$ cat config.mk
export PLATFORM = sky130hd
export DESIGN_NAME = sr_latch_monitor
export DESIGN_NICKNAME = d
export VERILOG_FILES = /design/src/rtl/sr_pkg.sv /design/src/rtl/sat_counter.sv /design/src/rtl/sr_latch_monitor.sv
export SDC_FILE = /design/constraint.sdc
export NUM_CORES = 1
export LEC_CHECK = 0
export ABC_AREA = 1
export CORE_ASPECT_RATIO = 0.9
export CORE_UTILIZATION = 35
export CTS_CLUSTER_SIZE = 8
export DETAILED_ROUTE_END_ITERATION = 6
export PLACE_DENSITY = 0.56
export RECOVER_POWER = 25
export SLEW_MARGIN = 20
export SYNTH_ARGS = -nofsm -noshare
export SYNTH_HDL_FRONTEND = slang
export SYNTH_HIERARCHICAL = 1
export SYNTH_SLANG_ARGS = --single-unit
$ cat constraint.sdc
create_clock -name i_clk -period 1.5 [get_ports i_clk]
set_input_delay 0.15 -clock i_clk [delete_from_list [all_inputs] [get_ports i_clk]]
set_output_delay 0.15 -clock i_clk [all_outputs]
set_load 0.05 [all_outputs]
$ cat src/rtl/sr_pkg.sv
// Shared types for SR latch / flip-flop checkers: model state and S/R command codes.
package sr_pkg;

    // Model of what the latch under test should be holding
    typedef enum logic [1:0] {
        StUnknown = 2'b00,
        StSet     = 2'b01,
        StClr     = 2'b10
    } latch_state_e;

    // {S,R} command encodings
    localparam logic [1:0] CmdHold   = 2'b00;
    localparam logic [1:0] CmdReset  = 2'b01;
    localparam logic [1:0] CmdSet    = 2'b10;
    localparam logic [1:0] CmdForbid = 2'b11;

    function automatic logic [1:0] pack_cmd(input logic s, input logic r);
        return {s, r};
    endfunction

endpackage

$ cat src/rtl/sat_counter.sv
// Saturating up-counter with synchronous clear; clear wins over increment.
module sat_counter #(
    parameter int unsigned CNT_W = 8
) (
    input  logic             i_clk,
    input  logic             i_clr,
    input  logic             i_inc,
    output logic [CNT_W-1:0] o_count
);

    localparam logic [CNT_W-1:0] One = {{(CNT_W-1){1'b0}}, 1'b1};

    logic [CNT_W-1:0] r_count;

    // Count up on i_inc, holding at all-ones instead of wrapping
    always_ff @(posedge i_clk) begin
        if (i_clr) begin
            r_count <= '0;
        end else if (i_inc && (r_count != '1)) begin
            r_count <= r_count + One;
        end
    end

    assign o_count = r_count;

endmodule

$ cat src/rtl/sr_latch_monitor.sv
// Checker for an SR latch: tracks the expected state from sampled S/R, compares the
// DUT's Q/Qn after SETTLE cycles, and counts errors, forbidden commands and checks.
module sr_latch_monitor
    import sr_pkg::*;
#(
    parameter int unsigned CNT_W  = 8,
    parameter int unsigned SETTLE = 1
) (
    input  logic             i_clk,
    input  logic             i_rst,
    input  logic             i_s,
    input  logic             i_r,
    input  logic             i_q,
    input  logic             i_qn,
    input  logic             i_en,
    output logic             o_exp_q,
    output logic             o_exp_valid,
    output logic             o_mismatch,
    output logic             o_comp_err,
    output logic             o_forbidden,
    output logic [CNT_W-1:0] o_err_count,
    output logic [CNT_W-1:0] o_forb_count,
    output logic [CNT_W-1:0] o_chk_count
);

    latch_state_e r_state;
    latch_state_e w_state_next;
    logic         r_exp_q;
    logic         r_exp_valid;
    logic [1:0]   w_cmd;
    logic         w_next_valid;
    logic         w_next_q;

    // Stage 0 holds the expectation formed at the same edge as r_state, so the last
    // stage lines up with Q sampled SETTLE edges after the command.
    logic [SETTLE-1:0] r_pipe_valid;
    logic [SETTLE-1:0] r_pipe_q;

    logic w_check;
    logic w_mismatch;
    logic w_comp_err;
    logic w_forbidden;
    logic w_err_evt;
    logic r_mismatch;
    logic r_comp_err;
    logic r_forbidden;

    assign w_cmd = pack_cmd(i_s, i_r);

    // Next model state from the sampled command
    always_comb begin
        w_state_next = r_state;
        unique case (w_cmd)
            CmdSet:    w_state_next = StSet;
            CmdReset:  w_state_next = StClr;
            CmdForbid: w_state_next = StUnknown;
            CmdHold:   w_state_next = r_state;
            default:   w_state_next = r_state;
        endcase
    end

    assign w_next_valid = (w_state_next != StUnknown);
    assign w_next_q     = (w_state_next == StSet);

    // Model FSM with registered expectation outputs
    always_ff @(posedge i_clk) begin
        if (i_rst) begin
            r_state     <= StUnknown;
            r_exp_q     <= 1'b0;
            r_exp_valid <= 1'b0;
        end else begin
            r_state     <= w_state_next;
            r_exp_q     <= w_next_q;
            r_exp_valid <= w_next_valid;
        end
    end

    // Expectation delay line, cleared to invalid on reset
    always_ff @(posedge i_clk) begin
        if (i_rst) begin
            r_pipe_valid <= '0;
            r_pipe_q     <= '0;
        end else begin
            r_pipe_valid[0] <= w_next_valid;
            r_pipe_q[0]     <= w_next_q;
            for (int i = 1; i < int'(SETTLE); i++) begin
                r_pipe_valid[i] <= r_pipe_valid[i-1];
                r_pipe_q[i]     <= r_pipe_q[i-1];
            end
        end
    end

    assign w_check     = i_en && r_pipe_valid[SETTLE-1];
    assign w_mismatch  = w_check && (i_q != r_pipe_q[SETTLE-1]);
    assign w_comp_err  = w_check && (i_q == i_qn);
    assign w_forbidden = i_en && (w_cmd == CmdForbid);
    // A cycle with both faults is a single error event
    assign w_err_evt   = w_mismatch || w_comp_err;

    // Registered one-cycle event pulses
    always_ff @(posedge i_clk) begin
        if (i_rst) begin
            r_mismatch  <= 1'b0;
            r_comp_err  <= 1'b0;
            r_forbidden <= 1'b0;
        end else begin
            r_mismatch  <= w_mismatch;
            r_comp_err  <= w_comp_err;
            r_forbidden <= w_forbidden;
        end
    end

    sat_counter #(
        .CNT_W (CNT_W)
    ) u_err_cnt (
        .i_clk   (i_clk),
        .i_clr   (i_rst),
        .i_inc   (w_err_evt),
        .o_count (o_err_count)
    );

    sat_counter #(
        .CNT_W (CNT_W)
    ) u_forb_cnt (
        .i_clk   (i_clk),
        .i_clr   (i_rst),
        .i_inc   (w_forbidden),
        .o_count (o_forb_count)
    );

    sat_counter #(
        .CNT_W (CNT_W)
    ) u_chk_cnt (
        .i_clk   (i_clk),
        .i_clr   (i_rst),
        .i_inc   (w_check),
        .o_count (o_chk_count)
    );

    assign o_exp_q     = r_exp_q;
    assign o_exp_valid = r_exp_valid;
    assign o_mismatch  = r_mismatch;
    assign o_comp_err  = r_comp_err;
    assign o_forbidden = r_forbidden;

endmodule
==> impl_metrics.json <==
{
  "port_buffers": 35,
  "slew_viol_final": 0,
  "drc": 0,
  "num_rows": 23,
  "fmax_ghz": 0.7379,
  "cts_tree": "yes",
  "worstPathArrival_ns": 1.53,
  "hpwl_um": 2980,
  "syn_area_um2": 1740,
  "grt_max_degree": 13,
  "max_slew_margin": 0.5877,
  "place.gp.congestion": 0.8175,
  "antenna_found_initial": 0,
  "die_w_um": 76.33,
  "p_leak_nw": 1.084,
  "ir_drop_v": 0.0005167,
  "grt_overflow_total": 0,
  "synth-seq-cells": 31,
  "path_class": "input pin to flop",
  "timing.final.crit_share": 0.9035,
  "fill_cells": 499,
  "n_antenna_cell": 0,
  "vias": 1672,
  "dpl-instance-area_um2": 2228,
  "syn_area_per_cell_um2": 6.446,
  "ant_nets": 0,
  "groute.usage.overall": 0.1601,
  "critPathRequiredTime_ns": 1.68,
  "setup_viol": 0,
  "final-hold-violation-count": 0,
  "fin_nets": 330,
  "numCtsBuffers": 5,
  "fin_crit_ns": 1.355,
  "coreArea_um2": 4604,
  "dr.pass1.iters": 4,
  "grt_pass1_vias": 1449,
  "postCtsSetupRepairBufs": 0,
  "stdcell_area_um2": 2275,
  "end_kind": "flop",
  "status": "finished clean",
  "timing.final.ws_setup_ns": 0.1448,
  "areaGrowthSynthToFinish_pct": 30.70,
  "drive_gt1_frac": 0.2406,
  "crit_fanout": 8,
  "initial_utilization": 0.3780,
  "postCtsHoldBufs": 0,
  "drtIter0Drc": 80,
  "wl_per_cell_um": 10.18,
  "vias_per_cell": 4.377,
  "syn_inst": 270,
  "cts_sinks": 31,
  "clkLatencyLatePin_ns": 0.28,
  "synth_cell_type_count": 16,
  "htreeDepth": 2,
  "p_per_area_nw_per_um2": 759.0,
  "die-area_um2": 5259,
  "yosys_warnings": 6,
  "synth_fp_nets": 280,
  "dp_cells": 375,
  "wirelength_um": 3887,
  "clock-root-buffer": "clkbuf_8",
  "dp_slack_ns": -0.1424,
  "setup_tns_ns": 0,
  "ctsResizeCount": 0,
  "path_clk_slew_ns": 0.06,
  "holdCritPathClass": "input pin to flop",
  "clockBufferDepth": 2,
  "worstMarginPinSlew_ns": 0.6211,
  "grt_setup_unrepaired": "no",
  "maxCapViolCount": 0,
  "synth_seq_area_share": 0.3566,
  "stdcell_count": 382,
  "pin_count": 36,
  "start_kind": "input pin",
  "worst_clock_skew_ns": 0.004209,
  "die_h_um": 68.90,
  "grt_pass1_wl_um": 6499
}
==> cells in the mapped netlist <==
| library cell | instances | share of area |
|---|---|---|
| nand3b_2 | 3 | 0.019 |
| nor2_2 | 8 | 0.029 |
| nand2_2 | 3 | 0.011 |
| o21ai_1 | 3 | 0.0086 |
| ha_1 | 3 | 0.022 |
| nand3_2 | 9 | 0.052 |
| buf_6 | 3 | 0.019 |
| clkinv_2 | 1 | 0.0029 |
| inv_2 | 8 | 0.017 |
| nand3_1 | 23 | 0.066 |
| a21oi_1 | 18 | 0.052 |
| nor2_1 | 47 | 0.10 |
| dfxtp_1 | 31 | 0.36 |
| buf_4 | 3 | 0.013 |
| nand2_1 | 70 | 0.15 |
| inv_1 | 37 | 0.080 |
==> logic make-up (layout without fill, tap and decap cells) <==
logic type / count (synthesis) / count (layout) / synth area share
buffers and inverters: 52 / 102 / 0.1323
AOI/OAI and AO/OA: 21 / 21 / 0.06039
and+or+nand+nor: 163 / 163 / 0.4292
DFF: 31 / 31 / 0.3566
adders and majority gates: 3 / 3 / 0.02157
==> layer usage <==
| metal | part of all wire | vias up | track usage | routed length, um |
|---|---|---|---|---|
| met5 | 0 | - | 0 | 0 |
| met4 | 0.010 | 0 | 0.05769 | 40 |
| met3 | 0.042 | 6 | 0.05526 | 164 |
| met2 | 0.40 | 29 | 0.2376 | 1570 |
| met1 | 0.54 | 714 | 0.2153 | 2113 |
| li1 | - | 923 | - | - |
==> power by group <==
| group | leakage [nW] | internal, mW | switching (mW) |
|---|---|---|---|
| Combinational | 0.783 | 0.0752 | 0.138 |
| Sequential | 0.254 | 0.845 | 0.0188 |
| Clock | 0.0470 | 0.359 | 0.290 |
| Total | 1.08 | 1.28 | 0.447 |
==> final timing paths <==
| kind | cells after the start | slack (ns) | end | start |
|---|---|---|---|---|
| max | 9 | 0.14 | u_err_cnt/o_count[2] | i_q |
| min | 3 | 0.46 | o_forbidden | i_s |
| max reg2reg | 8 | 0.18 | u_err_cnt/o_count[2] | r_pipe_q |
| min reg2reg | 2 | 0.48 | u_forb_cnt/o_count[6] | u_forb_cnt/o_count[6] |
==> sequential cells by signal, summed over array words and instances (netlist names) <==
| name | flops |
|---|---|
| o_comp_err | 1 |
| u_chk_cnt/o_count | 8 |
| o_forbidden | 1 |
| u_forb_cnt/o_count | 8 |
| r_pipe_q | 1 |
| u_err_cnt/o_count | 8 |
| r_state | 2 |
| r_pipe_valid | 1 |
| o_mismatch | 1 |
==> layout by cell type, fill, tap and decap left out <==
cell type        instances
a21oi_1                 18
nand2_1                 70
inv_1                   38
o21ai_1                  3
clkdlybuf4s50_1          5
clkinv_2                 2
buf_4                   28
inv_2                    7
clkbuf_1                 9
nand3_2                  8
dfxtp_2                  7
nand2_2                  3
clkbuf_8                 6
ha_1                     3
buf_12                   6
dlygate4sd3_1            1
nor2_1                  48
nand3b_2                 3
nand3_1                 24
nor2_2                   7
dfxtp_1                 24
==> layout make-up <==
class / count / area, um^2 / share of cell area
multi-input cells: 187 / 882.1 / 0.3878
flip-flops and latches: 31 / 629.4 / 0.2767
repair buffers: 49 / 424.2 / 0.1865
inverters: 46 / 173.9 / 0.07646
clock buffers: 6 / 82.58 / 0.03630
well taps: 62 / 77.57 / 0.03410
clock inverters: 1 / 5.005 / 0.002200
==> metrics by stage <==
step	hold slack, ns	utilization	total power, mW
6_report	0.4625	0.4940	1.726
5_1_grt	0.4692	0.4940	1.810
4_1_cts	0.4595	0.5030	1.767
3_5_place_dp	0.4690	0.4840	1.109
3_3_place_gp	0.4684	0.4840	1.108
2_1_floorplan	0.2169	-	1.026
==> worst max-delay path: stages <==
cell and delay (ns):
clkdlybuf4s50_1 0.50, inv_1 0.06, nand2_1 0.08, nand3_2 0.08, nand2_1 0.24, buf_4 0.20
nand2_1 0.05, o21ai_1 0.12, inv_1 0.04
(Power assumes the default switching activity.)
